### src/rtl/scratchpad_types_pkg.sv
// Shared scratchpad types and constants.
//   w_state_t    : write-channel FSM states
//   scpad_addr_t : scratchpad row address
//   scpad_data_t : scratchpad row payload
package scratchpad_types_pkg;
  localparam int SCPAD_ADDR_W = 16;
  localparam int SCPAD_DATA_W = 128;

  typedef logic [SCPAD_ADDR_W-1:0] scpad_addr_t;
  typedef logic [SCPAD_DATA_W-1:0] scpad_data_t;

  typedef enum logic [1:0] {
    W_IDLE,
    W_ISSUE,
    W_DRAIN,
    W_DONE
  } w_state_t;
endpackage

### src/rtl/w_outstanding_ctr.sv
// Up/down counter of in-flight bank writes, saturating at 0 and MAX_OUT.
//   clk, n_rst : clock, async active-low reset
//   inc        : one write accepted this cycle
//   dec        : one write acknowledged this cycle
//   count      : in-flight writes
//   full/empty : count == MAX_OUT / count == 0
module w_outstanding_ctr #(
  parameter  int MAX_OUT = 4,
  localparam int CNT_W   = $clog2(MAX_OUT + 1)
) (
  input  logic             clk,
  input  logic             n_rst,
  input  logic             inc,
  input  logic             dec,
  output logic [CNT_W-1:0] count,
  output logic             full,
  output logic             empty
);
  logic inc_ok, dec_ok;

  assign full   = (count == CNT_W'(MAX_OUT));
  assign empty  = (count == '0);
  // An ack with nothing in flight is spurious and dropped.
  assign inc_ok = inc && !full;
  assign dec_ok = dec && !empty;

  always_ff @(posedge clk or negedge n_rst) begin
    if (!n_rst)
      count <= '0;
    else if (inc_ok && !dec_ok)
      count <= count + CNT_W'(1);
    else if (dec_ok && !inc_ok)
      count <= count - CNT_W'(1);
  end
endmodule

### src/rtl/w_fsm.sv
// Scratchpad write-channel FSM.
// Takes one descriptor (base row, row count), streams rows from the write-data
// input into bank write requests, keeps at most MAX_OUT writes unacknowledged,
// and pulses done once every row has been acknowledged.
//   clk, n_rst                      : clock, async active-low reset
//   start, desc_valid, desc_addr,
//   desc_len                        : descriptor (sampled only while idle)
//   busy                            : transaction in progress
//   wdata_valid, wdata, wdata_ready : row stream; ready = row consumed
//   req_valid, req_ready, req_vc,
//   addr, req_wdata                 : bank write request
//   wack_valid                      : one bank write completed
//   done                            : one-cycle completion pulse
module w_fsm
  import scratchpad_types_pkg::*;
#(
  parameter int VC_ID   = 0,
  parameter int VC_W    = 1,
  parameter int ADDR_W  = SCPAD_ADDR_W,
  parameter int DATA_W  = SCPAD_DATA_W,
  parameter int LEN_W   = 8,
  parameter int MAX_OUT = 4
) (
  input  logic              clk,
  input  logic              n_rst,
  input  logic              start,
  input  logic              desc_valid,
  input  logic [ADDR_W-1:0] desc_addr,
  input  logic [LEN_W-1:0]  desc_len,
  output logic              busy,
  input  logic              wdata_valid,
  input  logic [DATA_W-1:0] wdata,
  output logic              wdata_ready,
  output logic              req_valid,
  input  logic              req_ready,
  output logic [VC_W-1:0]   req_vc,
  output logic [ADDR_W-1:0] addr,
  output logic [DATA_W-1:0] req_wdata,
  input  logic              wack_valid,
  output logic              done
);
  localparam int CNT_W = $clog2(MAX_OUT + 1);

  w_state_t          state, state_nxt;
  logic [ADDR_W-1:0] cur_addr;
  logic [LEN_W-1:0]  rows_left;
  logic [CNT_W-1:0]  out_cnt;
  logic              out_full, out_empty;
  logic              accept, desc_take, drained;

  assign accept    = req_valid && req_ready;
  assign desc_take = (state == W_IDLE) && start && desc_valid;
  // Drain completes when nothing is in flight, or the last in-flight ack
  // lands this cycle (no new issues are possible while draining).
  assign drained   = out_empty || ((out_cnt == CNT_W'(1)) && wack_valid);

  w_outstanding_ctr #(.MAX_OUT(MAX_OUT)) u_out_ctr (
    .clk  (clk),
    .n_rst(n_rst),
    .inc  (accept),
    .dec  (wack_valid),
    .count(out_cnt),
    .full (out_full),
    .empty(out_empty)
  );

  always_ff @(posedge clk or negedge n_rst) begin
    if (!n_rst) begin
      state     <= W_IDLE;
      cur_addr  <= '0;
      rows_left <= '0;
    end else begin
      state <= state_nxt;
      if (desc_take) begin
        cur_addr  <= desc_addr;
        rows_left <= desc_len;
      end else if (accept) begin
        cur_addr  <= cur_addr + ADDR_W'(1);  // wraps modulo 2^ADDR_W
        rows_left <= rows_left - LEN_W'(1);
      end
    end
  end

  always_comb begin
    state_nxt = state;
    req_valid = 1'b0;
    done      = 1'b0;
    case (state)
      W_IDLE: begin
        if (desc_take)
          state_nxt = (desc_len == '0) ? W_DONE : W_ISSUE;
      end
      W_ISSUE: begin
        // Full is registered, so an ack reopens issue only on the next cycle.
        req_valid = wdata_valid && !out_full;
        if (accept && (rows_left == LEN_W'(1)))
          state_nxt = W_DRAIN;
      end
      W_DRAIN: begin
        if (drained)
          state_nxt = W_DONE;
      end
      W_DONE: begin
        done      = 1'b1;
        state_nxt = W_IDLE;
      end
      default: state_nxt = W_IDLE;
    endcase
  end

  assign busy        = (state != W_IDLE);
  assign wdata_ready = accept;
  assign req_vc      = VC_W'(VC_ID);
  assign addr        = cur_addr;
  assign req_wdata   = (state == W_ISSUE) ? wdata : '0;
endmodule

### config.mk
export PLATFORM = sky130hd
export DESIGN_NAME = w_fsm
export DESIGN_NICKNAME = d
export VERILOG_FILES = /design/src/rtl/scratchpad_types_pkg.sv /design/src/rtl/w_outstanding_ctr.sv /design/src/rtl/w_fsm.sv
export SDC_FILE = /design/constraint.sdc
export NUM_CORES = 1
export LEC_CHECK = 0
export ABC_AREA = 1
export BUFFER_PORTS_ARGS = -buffer_cell sky130_fd_sc_hd__buf_2
export CAP_MARGIN = 30
export CORE_AREA = 2 2 120 122
export DETAILED_ROUTE_END_ITERATION = 8
export DIE_AREA = 0 0 122 124
export PLACE_DENSITY = 0.55
export SLEW_MARGIN = 30
export SYNTH_ARGS = -nofsm -noshare
export SYNTH_HDL_FRONTEND = slang
export SYNTH_SLANG_ARGS = --single-unit
### constraint.sdc
create_clock -name clk -period 1.9 [get_ports clk]
set_input_delay 0.57 -clock clk [delete_from_list [all_inputs] [get_ports clk]]
set_output_delay 0.57 -clock clk [all_outputs]
set_load 0.05 [all_outputs]
==> qor.txt, run 1 <==
final core utilization - 0.540
Hold Fails Final Rpt - 0
Worst Path Required - 1.33 ns
die span in y - 124 um
Yosys warnings - 0
GRT overflow - 0
vias in the first global route - 4174
clock tree from TritonCTS - yes
CP peak stage delay - 0.40 ns
f_max - 463 MHz
setup TNS - -24.89 ns
Synth Cell Area - 3130 sq um
GPL Wtd Cong - 0.808
number of max-capacitance violations reported - 0
initial core utilization - 0.228
Worst Path Arrival - 1.59 ns
total CTS buffers - 5
worst path cell trace - ha_4 -> buf_12 -> buf_16 -> nand2_1 -> clkinvlp_4 -> buf_8
final net count - 1085
WP buf/inv - 4
Cells after Synth - 580
skew final - 0.00478 ns
violated checks - negative setup slack
multi-input logic area - 1960 sq um
most common cell after layout, fill and taps aside - buf_2
Layout area overhead - 137%
CP delay by family, top - buffers and inverters
DP HPWL - 13600 um
wire per inst - 15.9 um
Reg area - 726 sq um
CTS Sinks - 29
crit path max fanout - 17
CTS H-tree lvls - 2
num rows - 43
Netlist cell types - 29
RSZ-0062 raised after global routing - true
Final period util - 1.14
critical path endpoint category - primary output
status - complete, but fails checks
final setup fails - 135
fill cell count - 1312
Pre-antenna DRT Iters - 4
VDD IR-drop max - 0.000885 V
I/O Pins - 308
Total Wirelength - 17500 um
Critical Path Slowest Stage Cell - dfrtp_1
syn nets - 752
final setup margin - -0.261 ns
vias after detailed routing - 4684
Avg Cell Area, Syn - 5.39 sq um
Seq/Total Area, Yosys - 0.232
antenna viol nets, final - 0
CTS Root Cell - clkbuf_16
pins over their slew limit - 0
Clk Latency, worst-skew pair - 0.28 ns
core area - 13700 sq um
Seq cells post-synth - 29
startpoint types - register
origin of the worst setup path - state[0]
commonest non-fill, non-tap cells in the layout - buf_2, nand2_1, clkinvlp_4
share of cells above drive strength 1 - 0.626
HP Class - primary input to asynchronous set/reset pin
Power per Cell Area - 1820 nW/um^2
vias per inst - 4.28
clock buffer depth - 2
die area - 15100 sq um
first-pass GRT wire length - 22900 um
I/O Buffers - 306
die width - 122 um
largest net degree at the start of global routing - 35
WS Path Type - register to primary output
Initial DRC Count - 191
Pleak - 3.43 nW
initial antenna violation count - 1
Post-route DRC - 0
min Tclk post-route - 2.16 ns
gr usage total - 0.200
clock-pin slew on the worst setup and hold paths - 0.06 ns
reg2reg start - state[1]
final timing paths:
path	endpoint	slack [ns]	cells after the start
max	req_wdata[11]	-0.26	6
min in group clk	addr[6]	0.51	3
max in group asynchronous	state[0]	1.30	2
min reg2reg	rows_left[1]	0.51	2
max reg2reg	state[1]	-0.14	16
min	addr[11]	0.30	2
area by class of cell:
type / count / area share
tap: 180 / 0.0304
timing repair buffer: 345 / 0.433
sequential: 29 / 0.0980
clock buffer: 6 / 0.0187
antenna: 1 / 0.000338
multi-input combinational: 358 / 0.265
clock inverter: 2 / 0.00507
inverter: 174 / 0.150
worst register-to-register path: cells and delay by family (launching register included):
family        cells  cell delay [ns]
buf+inv           8             0.85
simple gates      7             0.52
flops             1             0.39
fa+ha+maj         1             0.15
per-stage QoR:
step	instance area, sq um	cells	setup WS, ns	hold WS (ns)	total power, mW
final	7410	1095	-0.261	0.301	13.5
after global routing	7410	1095	-0.309	0.333	14.2
after CTS	6780	1086	-0.237	0.320	12.3
after detailed placement	5740	1068	-0.0894	0.492	9.98
after global placement	5740	1068	-0.0629	0.492	9.95
after floorplan	3600	580	-0.0289	0.274	7.57
cell usage after synthesis (all sizes together):
library cell / instances / area [sq um]
a21oi: 2 / 10.0
a31oi: 4 / 25.0
and2: 1 / 6.26
buf: 18 / 100
clkbuf: 1 / 3.75
conb: 1 / 3.75
dfrtp: 29 / 726
ha: 13 / 163
inv: 174 / 653
nand2: 229 / 862
nand3: 40 / 205
nand3b: 1 / 7.51
nand4: 7 / 50.1
nor2: 32 / 130
o211ai: 4 / 30.0
o21ai: 13 / 65.1
o21bai: 1 / 7.51
o22ai: 1 / 6.26
or2: 3 / 18.8
xnor2: 1 / 8.76
xor2: 5 / 43.8
flip-flops by register name, indices dropped and copies added, names as in the netlist:
signal / flops
u_out_ctr.count: 3
state: 2
rows_left: 8
addr: 16
where the power goes:
group / internal [mW] / leakage, nW / switching [mW]
sequential: 0.915 / 0.353 / 0.360
combinational: 4.24 / 2.99 / 6.99
clock: 0.654 / 0.0831 / 0.302
total: 5.81 / 3.43 / 7.65
logic make-up after synthesis:
family / count (synthesis) / synth area share
AND/OR/NAND/NOR: 313 / 0.410
buffers and inverters: 193 / 0.242
flip-flops: 29 / 0.232
AO/OA/AOI/OAI: 25 / 0.0460
adder cells (fa/ha/maj): 13 / 0.0520
XOR/XNOR: 6 / 0.0168
other: 1 / 0.00120
metal layers:
layer | GRT usage | part of all wire | wire (um) | vias up
li1 | - | - | - | 2322
met1 | 0.269 | 0.43 | 7430 | 2182
met2 | 0.334 | 0.50 | 8760 | 165
met3 | 0.0408 | 0.063 | 1110 | 15
met4 | 0.0359 | 0.0087 | 151 | 0
met5 | 0 | 0 | 0 | -
what timing repair did:
action	CTS	global route
setup buffers	11	3
pin swaps	4	7
hold buffers	0	0
resized for setup	262	130
cloned	0	7
endpoints found under the setup margin	132	137
Note: power is estimated with default switching activity, not from simulation.
==> inputs of run 2 (changes only) <==
--- a/config.mk
+++ b/config.mk
@@ -6,13 +6,14 @@
 export NUM_CORES = 1
 export LEC_CHECK = 0
 export ABC_AREA = 1
-export BUFFER_PORTS_ARGS = -buffer_cell sky130_fd_sc_hd__buf_2
 export CAP_MARGIN = 30
-export CORE_AREA = 2 2 120 122
+export CORE_AREA = 2 2 118 120
 export DETAILED_ROUTE_END_ITERATION = 8
-export DIE_AREA = 0 0 122 124
-export PLACE_DENSITY = 0.55
+export DIE_AREA = 0 0 120 122
+export DONT_BUFFER_PORTS = 1
+export PLACE_DENSITY = 0.36
 export SLEW_MARGIN = 30
 export SYNTH_ARGS = -nofsm -noshare
 export SYNTH_HDL_FRONTEND = slang
+export SYNTH_HIERARCHICAL = 1
 export SYNTH_SLANG_ARGS = --single-unit
==> run 2 against run 1 <==
Sequential power decreased by 6%. Worst hold slack worse by 0.17 ns. Global-route usage is 1.8 points lower. Largest cell class is now multi-input gates. Synthesized cell count down 4.5%. Critical path type unchanged. Power down 15%. Clock power is 23% lower. The flow still finishes with violations (negative setup slack). Critical path depth shrank 1. Area after synthesis is 2.3% lower. Core utilization fell by 14 points. Combinational power shrank 15%. Via count shrank 26%.
==> qor.txt, run 2 <==
multi-input logic area - 2260 sq um
final setup margin - -0.217 ns
die span in y - 122 um
Layout area overhead - 76.3%
vias after detailed routing - 3460
Reg power frac - 0.104
number of max-capacitance violations reported - 0
crit path max fanout - 10
combinational power share - 0.832
Slew headroom - 0.643
HP Class - primary input to asynchronous set/reset pin
Synth Cell Area - 3050 sq um
core area - 13500 sq um
setup TNS - -23.63 ns
largest net degree at the start of global routing - 30
Hold Fails Final Rpt - 0
Yosys top cell by area - nand2_1
Total Wirelength - 14300 um
final total power - 11.5 mW
internal power - 4.31 mW
Worst Path Required - 1.33 ns
f_max - 472 MHz
Reg area - 726 sq um
Pleak - 2.14 nW
Synth top cells by count - nand2_1, inv_1, nor2_1
fill cell count - 1430
Post-synth EDFFs - 0
status - complete, but fails checks
violated checks - negative setup slack
top_reg_cell synth - dfrtp_1
gr usage total - 0.183
final net count - 783
most common cell after layout, fill and taps aside - clkinvlp_4
asr flop ratio synth - 1.00
CTS H-tree lvls - 2
Cells after Synth - 554
largest cells by area after synthesis - nand2_1, dfrtp_1, inv_1
antenna viol nets, final - 0
Post-route DRC - 0
Ant. Diodes - 0
Final period util - 1.11
GRT overflow - 0
Clk pwr share - 0.064
die area - 14600 sq um
GPL Wtd Cong - 0.828
total CTS buffers - 5
Pre-antenna DRT Iters - 4
syn nets - 722
wire per inst - 18.0 um
I/O Buffers - 0
critical path endpoint category - primary output
vias in the first global route - 3529
final core utilization - 0.399
CTS Root Cell - clkbuf_16
Clk Latency, worst-skew pair - 0.27 ns
Initial DRC Count - 134
clock tree from TritonCTS - yes
Seq/Total Area, Yosys - 0.238
commonest non-fill, non-tap cells in the layout - clkinvlp_4, nand2_1, nand2_2
die width - 120 um
Yosys warnings - 6
final setup fails - 133
share of cells above drive strength 1 - 0.590
WS Path Type - register to primary output
P_sw - 7.18 mW
switch share - 0.625
I/O Pins - 308
max FFs per register - 16
initial antenna violation count - 0
pins over their slew limit - 0
first-pass GRT wire length - 20400 um
clock buffer depth - 2
CTS Sinks - 29
Seq cells post-synth - 29
startpoint types - register
reg2reg start - u_out_ctr/count[1]
dpl ws - -0.0354 ns
num rows - 43
most common cell in the netlist - nand2_1
Power per Cell Area - 2130 nW/um^2
Slew @ Worst Pin - 0.535 ns
VDD IR-drop max - 0.000643 V
origin of the worst setup path - state[0]
post-synth top area share - 0.267
Worst Path Arrival - 1.55 ns
RSZ-0062 raised after global routing - true
initial core utilization - 0.226
skew final - 0.00674 ns
DP HPWL - 11800 um
vias per inst - 4.36
clock-pin slew on the worst setup and hold paths - 0.05 ns
Netlist cell types - 30
Avg Cell Area, Syn - 5.51 sq um
min Tclk post-route - 2.12 ns
==> run 2: cell count changes after synthesis, moves of 6 or more <==
| cell | change |
|---|---|
| nand2_1 | -11 |
| inv_1 | -14 |
| nor2_1 | +9 |
| o21ai_0 | -8 |
| xnor2_1 | +6 |
| nand3_1 | -11 |
==> run 2: worst paths after layout <==
kind                                       to  slack (ns)  depth (start not counted)
hold reg to reg                  rows_left[3]        0.58                          2
hold / removal                       addr[15]        0.13                          1
setup / recovery                req_wdata[34]       -0.22                          5
setup reg to reg           u_out_ctr/count[1]       -0.09                         12
max in group asynchronous        rows_left[4]        1.59                          1
min in group clk                 rows_left[1]        0.44                          2
==> run 2: area by class of cell <==
type / count / share of cell area
Timing Repair Buffer: 72 / 0.181
Inverter: 162 / 0.199
Clock buffer: 5 / 0.0232
Sequential cell: 29 / 0.135
Multi-Input combinational cell: 345 / 0.420
Tap cell: 180 / 0.0418
Clock inverter: 1 / 0.000930
==> run 2: power by group through the flow <==
stage	combinational (mW)	sequential, mW	clock [mW]
CTS	9.18	1.20	0.762
global placement	7.87	1.20	0
detailed placement	7.90	1.20	0
global route	10.1	1.25	0.774
finish	9.55	1.20	0.735
floorplan	5.79	1.71	0
==> run 2: logic make-up after synthesis <==
| kind of cell | count (synthesis) | synth area share |
|---|---|---|
| simple gates | 298 | 0.403 |
| other cells | 1 | 0.00123 |
| flops | 29 | 0.238 |
| buf+inv | 180 | 0.228 |
| compound gates | 25 | 0.0561 |
| fa+ha+maj | 9 | 0.0393 |
| xor+xnor | 12 | 0.0344 |
==> run 2: per-layer routing <==
layer | part of all wire | vias up | routed length (um) | global-route usage
li1 | - | 1706 | - | -
met4 | 0.0052 | 0 | 74 | 0.0338
met5 | 0 | - | 0 | 0
met1 | 0.43 | 1609 | 6170 | 0.249
met2 | 0.46 | 139 | 6580 | 0.278
met3 | 0.10 | 6 | 1480 | 0.0669
==> run 2: critical path, stage by stage, from the launching register on <==
cell and delay (ns):
dfrtp_1 0.40, ha_4 0.19, buf_12 0.16, buf_16 0.16, nand2_2 0.09, clkinvlp_4 0.26
==> run 2: through the flow <==
step                      instance area, sq um  hold slack [ns]  std cells
after floorplan                           3550            0.274        554
after global placement                    4290            0.276        770
after detailed placement                  4290            0.276        770
after CTS                                 5130            0.125        790
after global routing                      5380            0.130        794
final                                     5380            0.128        794
==> run 2: repair_timing <==
action,4_1_cts,5_1_grt
setup endpoints to repair,133,133
gates cloned,5,3
pin swaps,7,27
gates resized for setup,174,45
endpoints found under the hold margin,29,0
buffers inserted,8,2
hold buffers,1,0
